$ cat src/rtl/hazard_ctrl.sv
// hazard_ctrl: pipeline sequencer for the IF/OF/EX/MA/RW core.
// Tracks in-flight destination registers and drives stall, flush and bubble
// to resolve RAW interlocks, taken-branch refills and memory-busy freezes.
// Optional feature macro: HAZARD_FWD_EN (EX/MA bypass present, so only
// load-use dependencies interlock). Default build: full scoreboard interlock.
module hazard_ctrl #(
  parameter int unsigned DEPTH        = 3,
  parameter int unsigned FLUSH_CYCLES = 2
) (
  input  logic        clk2,
  input  logic        rst,
  input  logic        of_valid,
  input  logic [4:0]  of_rs1,
  input  logic [4:0]  of_rs2,
  input  logic        of_rs1_used,
  input  logic        of_rs2_used,
  input  logic [4:0]  of_rd,
  input  logic        of_wen,
  input  logic        of_is_load,
  input  logic        br_taken,
  input  logic        mem_busy,
  output logic        stall,
  output logic        flush,
  output logic        bubble,
  output logic [15:0] stall_cycles
);

  localparam int unsigned CW = (FLUSH_CYCLES > 1) ? $clog2(FLUSH_CYCLES) : 1;

  typedef enum logic [1:0] {
    ST_RUN,
    ST_FLUSH,
    ST_FREEZE
  } state_e;

  // One in-flight producer: valid, destination register, is-a-load.
  typedef struct packed {
    logic       v;
    logic [4:0] rd;
    logic       ld;
  } sb_entry_t;

  state_e          state_q, state_d;
  logic [CW-1:0]   cnt_q, cnt_d;
  sb_entry_t       sb_q [DEPTH];
  sb_entry_t       sb_d [DEPTH];
  logic [15:0]     stall_cycles_q, stall_cycles_d;

  logic hit1, hit2, raw, issue;
  logic stall_c, flush_c, bubble_c;

  // Scoreboard lookup of both OF source registers; x0 never matches.
  always_comb begin
    // NOTE: every signal driven here gets a default first, so no path can infer a latch.
    hit1 = 1'b0;
    hit2 = 1'b0;
`ifdef HAZARD_FWD_EN
    // With bypassing only a load still in EX is too late to forward.
    hit1 = sb_q[0].v & sb_q[0].ld & (sb_q[0].rd == of_rs1) & (of_rs1 != 5'd0);
    hit2 = sb_q[0].v & sb_q[0].ld & (sb_q[0].rd == of_rs2) & (of_rs2 != 5'd0);
`else
    for (int i = 0; i < int'(DEPTH); i++) begin
      if (sb_q[i].v && (sb_q[i].rd == of_rs1) && (of_rs1 != 5'd0)) hit1 = 1'b1;
      if (sb_q[i].v && (sb_q[i].rd == of_rs2) && (of_rs2 != 5'd0)) hit2 = 1'b1;
    end
`endif
  end

  // Control outputs; everything is forced low while reset is asserted.
  always_comb begin
    raw      = (state_q == ST_RUN) & of_valid &
               ((hit1 & of_rs1_used) | (hit2 & of_rs2_used));
    stall_c  = (state_q == ST_FREEZE) | mem_busy |
               ((state_q == ST_RUN) & raw & ~br_taken);
    flush_c  = (state_q == ST_FLUSH) |
               ((state_q == ST_RUN) & br_taken & ~mem_busy);
    bubble_c = ~mem_busy & (flush_c | ((state_q == ST_RUN) & raw));
    issue    = of_valid & ~stall_c & ~flush_c & (state_q == ST_RUN) & ~br_taken;
    stall        = ~rst & stall_c;
    flush        = ~rst & flush_c;
    bubble       = ~rst & bubble_c;
    stall_cycles = rst ? 16'h0000 : stall_cycles_q;
  end

  // Sequencer next state: memory busy beats branch, branch beats RAW.
  always_comb begin
    state_d = state_q;
    cnt_d   = cnt_q;
    case (state_q)
      ST_RUN: begin
        if (mem_busy) begin
          state_d = ST_FREEZE;
        end else if (br_taken) begin
          state_d = ST_FLUSH;
          cnt_d   = CW'(FLUSH_CYCLES - 1);
        end
      end
      ST_FLUSH: begin
        // A busy memory only pauses the refill count; flush stays asserted.
        if (!mem_busy) begin
          if (cnt_q == '0) state_d = ST_RUN;
          else             cnt_d   = cnt_q - 1'b1;
        end
      end
      ST_FREEZE: begin
        if (!mem_busy) state_d = ST_RUN;
      end
      default: state_d = ST_RUN;
    endcase
  end

  // Scoreboard shift: new producer enters EX slot, oldest drops out of RW.
  always_comb begin
    for (int i = 0; i < int'(DEPTH); i++) sb_d[i] = sb_q[i];
    if (!mem_busy) begin
      sb_d[0] = issue ? '{v: of_wen & (of_rd != 5'd0), rd: of_rd, ld: of_is_load}
                      : sb_entry_t'('0);
      for (int i = 1; i < int'(DEPTH); i++) sb_d[i] = sb_q[i-1];
    end
  end

  // Saturating count of stalled cycles.
  always_comb begin
    stall_cycles_d = stall_cycles_q;
    if (stall_c && (stall_cycles_q != 16'hFFFF)) stall_cycles_d = stall_cycles_q + 16'd1;
  end

  // State registers with synchronous reset.
  always_ff @(posedge clk2) begin
    // NOTE: sequential state uses non-blocking assignments so all registers update together.
    if (rst) begin
      state_q        <= ST_RUN;
      cnt_q          <= '0;
      stall_cycles_q <= 16'h0000;
      // NOTE: the scoreboard is a handful of flops whose valid bits must clear, so it is reset like any register.
      for (int i = 0; i < int'(DEPTH); i++) sb_q[i] <= '0;
    end else begin
      state_q        <= state_d;
      cnt_q          <= cnt_d;
      stall_cycles_q <= stall_cycles_d;
      for (int i = 0; i < int'(DEPTH); i++) sb_q[i] <= sb_d[i];
    end
  end

endmodule

$ cat config.mk
export PLATFORM = sky130hd
export DESIGN_NAME = hazard_ctrl
export DESIGN_NICKNAME = d
export VERILOG_FILES = /design/src/rtl/hazard_ctrl.sv
export SDC_FILE = /design/constraint.sdc
export NUM_CORES = 1
export LEC_CHECK = 0
export CAP_MARGIN = 20
export CORE_MARGIN = 2
export CORE_UTILIZATION = 40
export CTS_CLUSTER_DIAMETER = 50
export DETAILED_ROUTE_END_ITERATION = 8
export HOLD_SLACK_MARGIN = 0.1
export PLACE_DENSITY = 0.65
export SLEW_MARGIN = 20
export SYNTH_ARGS = -nofsm -noshare
export SYNTH_HDL_FRONTEND = slang
export SYNTH_SLANG_ARGS = --single-unit
$ cat constraint.sdc
create_clock -name clk2 -period 2.75 [get_ports clk2]
set_clock_uncertainty 0.05 [all_clocks]
set_input_delay 0.55 -clock clk2 [delete_from_list [all_inputs] [get_ports clk2]]
set_output_delay 0.55 -clock clk2 [all_outputs]
set_load 0.005 [all_outputs]
==> results.cfg <==
[logic_synthesis]
synth_top_cell_area_share_pct = 36.3
synth_seq_area_share_pct = 36.3
ys_warn_count = 0
postSynthRegisterBits = 37
synth_top_area_cell = dfxtp_1
synth.avg_cell_area_um2 = 8.54
synth.area.top_cells = dfxtp_1, xor2_1, mux2i_1
synth.net_count = 264
postSynthCellCount = 239
ys_types = 36
syn-cell-area_um2 = 2040

[grt]
grt-ovfl-total = 0
grt_antenna_before_repair = 0
largest_net_degree_at_the_start_of_global_routing = 25
grt_pass1_wl_mm = 7.58
globalRouteTotalUtil_pct = 17.3
via_count_of_the_first_global_routing_pass = 1712

[clock_tree]
buffers_from_clock_root_to_sink_at_most = 2
tritoncts = done
clkTransAtPathRegs_ns = 0.08
worstSkewPairLatency_ns = 0.28
htreeDepth = 2
ctsRootBufferMaster = clkbuf_8
cts.sinks = 37
cts_hold_repair.buffers = 0
cts_buffers = 5

[floorplan]
initial_utilization_pct = 40.8
dieWidth_um = 75.5
rows = 26
floorplan.core_area_um2 = 5010
ios = 43
design.die.area_um2 = 5690
die_height_um = 75.5

[final_layout]
finish.utilization_pct = 56.6
finalInstanceArea_um2 = 2840
num-nets-final = 333
layout.filler_cells = 458
drive_gt1_share_pct = 19.7
syn_to_final_growth_pct = 39.0
diodes = 0

[critical_path]
crit-reg2reg-capture = stall_cycles_q[5]$_SDFFE_PP0P_
critPathRequiredTime_ns = 2.15
cp-start-kind = input port
reg2reg_slack_ns = 0.25
endpoint_kind = output pin
critical_path.max_fanout = 4
worst_ep_arrival_time_ns = 2.09
r2r_cells = 11
worst_flop_to_flop_path_startpoint = sb_q[0][11]$_SDFFE_PP0N_
worstSetupPathType = in -> out

[sta]
slew_viol_final = 0
layout_min_cycle_time_ns = 2.69
finalHoldWorstSlack_ns = 0.461
timing_worst_slew_pin_value_ns = 0.339
timing.fmax_mhz = 371
min_period_over_period_pct = 97.9
layout_setup_ws_ns = 0.0564
hold_violations = 0
finalSetupViolations = 0
grt_setup_unrepaired = true
worst_slew_slack_as_a_fraction_of_its_limit_pct = 77.3

[detailed_routing]
drt.antenna.violating_nets = 0
drt-wirelength-per-cell_um = 12.6
drt_first_iter_violations = 67
drtPass1Iterations = 4
routed_via_density = 5.02
drc = 0
vias = 1904
totalWireLength_mm = 4.77

[outcome]
run_status = finished clean

[placement]
hpwlAfterDp_mm = 3.62
placedInstanceArea_um2 = 2720
pre_cts_slack_ns = -0.863
port-buffer-count = 41
gp_congestion = 0.945

[power]
ir_worst_vdd_mv = 0.257
power.density_nw_per_um2 = 422
leakagePower_nw = 1.20

[worst_hold_path]
timing.hold.worst.class = reg -> reg
min-delay-start = cnt_q$_SDFFE_PP0P_
hold_end = state_q[0]$_SDFFE_PP0P_
hold_path_depth = 2

[job]
drv.max_cap_violation_count = 0
[cells in the mapped netlist (all sizes together)]
library cell  instances
o22ai                 1
nor2b                17
buf                   6
nand2                16
o21ai                10
ha                    1
nor2                 29
a22oi                 5
or4                  11
nand4                 1
a21oi                 6
nor4                  9
o211ai                3
inv                   2
xnor2                 6
clkbuf                5
dfxtp                37
o21bai                1
nor3                  5
and3                  4
xor2                 25
a21boi                2
nand2b                1
and4                  1
a211oi                1
or3                   2
mux2i                13
nand3                14
a31oi                 1
mux2                  4
[per-stage QoR]
| stage | std cells | setup TNS [ns] | total power [mW] |
|---|---|---|---|
| 2_1_floorplan | 239 | 0 | 0.646 |
| 3_3_place_gp | 370 | -8.91 | 0.735 |
| 3_5_place_dp | 370 | -9.75 | 0.735 |
| 4_1_cts | 378 | 0 | 1.21 |
| 5_1_grt | 379 | -0.0390 | 1.25 |
| 6_report | 379 | 0 | 1.20 |
[routing by layer]
metal | track usage [%] | part of all wire (%) | wire [um]
met5 | 0 | 0 | 0
met4 | 5.07 | 0.86 | 41
met3 | 5.29 | 4.8 | 228
met2 | 25.6 | 45 | 2150
met1 | 24.4 | 49 | 2350
[sequential cells by signal, summed over array words and instances, names as in the netlist]
register	flops
cnt_q	1
sb_q	18
stall_cycles_q	16
state_q	2
[report_power, final]
part,internal [mW],switching (mW),total [mW]
sequential,0.546,0.0117,0.558
clock,0.296,0.183,0.479
combinational,0.0860,0.0750,0.161
[layout by cell type, fill, tap and decap left out, types with 5 or more instances in the layout]
cell type | Yosys | routed
a21oi_1 | 6 | 6
a22oi_1 | 5 | 5
buf_2 | 0 | 8
buf_4 | 1 | 31
clkbuf_8 | 0 | 6
clkdlybuf4s50_1 | 0 | 29
dfxtp_1 | 37 | 34
mux2i_1 | 13 | 13
nand2_1 | 16 | 16
nand3_1 | 14 | 14
nor2_1 | 29 | 29
nor2b_1 | 17 | 16
nor3_1 | 5 | 5
nor4_1 | 8 | 7
o21ai_0 | 5 | 5
o21ai_1 | 5 | 5
or4_1 | 11 | 10
xnor2_1 | 6 | 6
xor2_1 | 25 | 25
[what timing repair did]
| action | in CTS | in global routing |
|---|---|---|
| endpoints found under the setup margin | 17 | 2 |
| gates resized for setup | 46 | 15 |
| setup buffers | 0 | 1 |
| pin swaps | 16 | 15 |
[how the worst max path moves through the flow]
stage | cells after the start | from | endpoint | slack [ns]
floorplan | 9 | of_rs1[2] | stall_cycles_q[5]$_SDFFE_PP0P_ | 0.34
global placement | 10 | of_rs2[4] | stall | -0.84
detailed placement | 10 | of_rs2[4] | stall | -0.86
CTS | 10 | of_rs2[4] | stall | 0.004
global route | 9 | sb_q[0][16]$_SDFFE_PP0N_ | stall | -0.04
finish | 8 | of_rs2[1] | stall | 0.06
[kinds of logic (layout without fill, tap and decap cells)]
| group | count (synthesis) | after routing | synth area share, % |
|---|---|---|---|
| compound gates | 30 | 30 | 9.93 |
| xor+xnor | 31 | 31 | 13.3 |
| fa+ha+maj | 1 | 1 | 0.613 |
| buf+inv | 13 | 83 | 2.94 |
| flops | 37 | 37 | 36.3 |
| mux | 17 | 17 | 8.58 |
| simple gates | 110 | 110 | 28.4 |
[area by class of cell]
cell class	instances	area (um^2)	area share [%]
flip-flops and latches	37	744	26.2
clock inverters	1	30.0	1.06
multi-input cells	189	1260	44.5
repair buffers	73	618	21.8
clock buffers	7	86.3	3.04
well taps	70	87.6	3.09
inverters	2	7.51	0.265
[critical path, stage by stage]
cell and delay (ns):
buf_2 0.13, or4_4 0.54, o211ai_1 0.28, o22ai_4 0.13, nor2b_4 0.14, o21bai_1 0.12
a21oi_1 0.08, buf_2 0.13
Power figures use the tool's default switching activity.
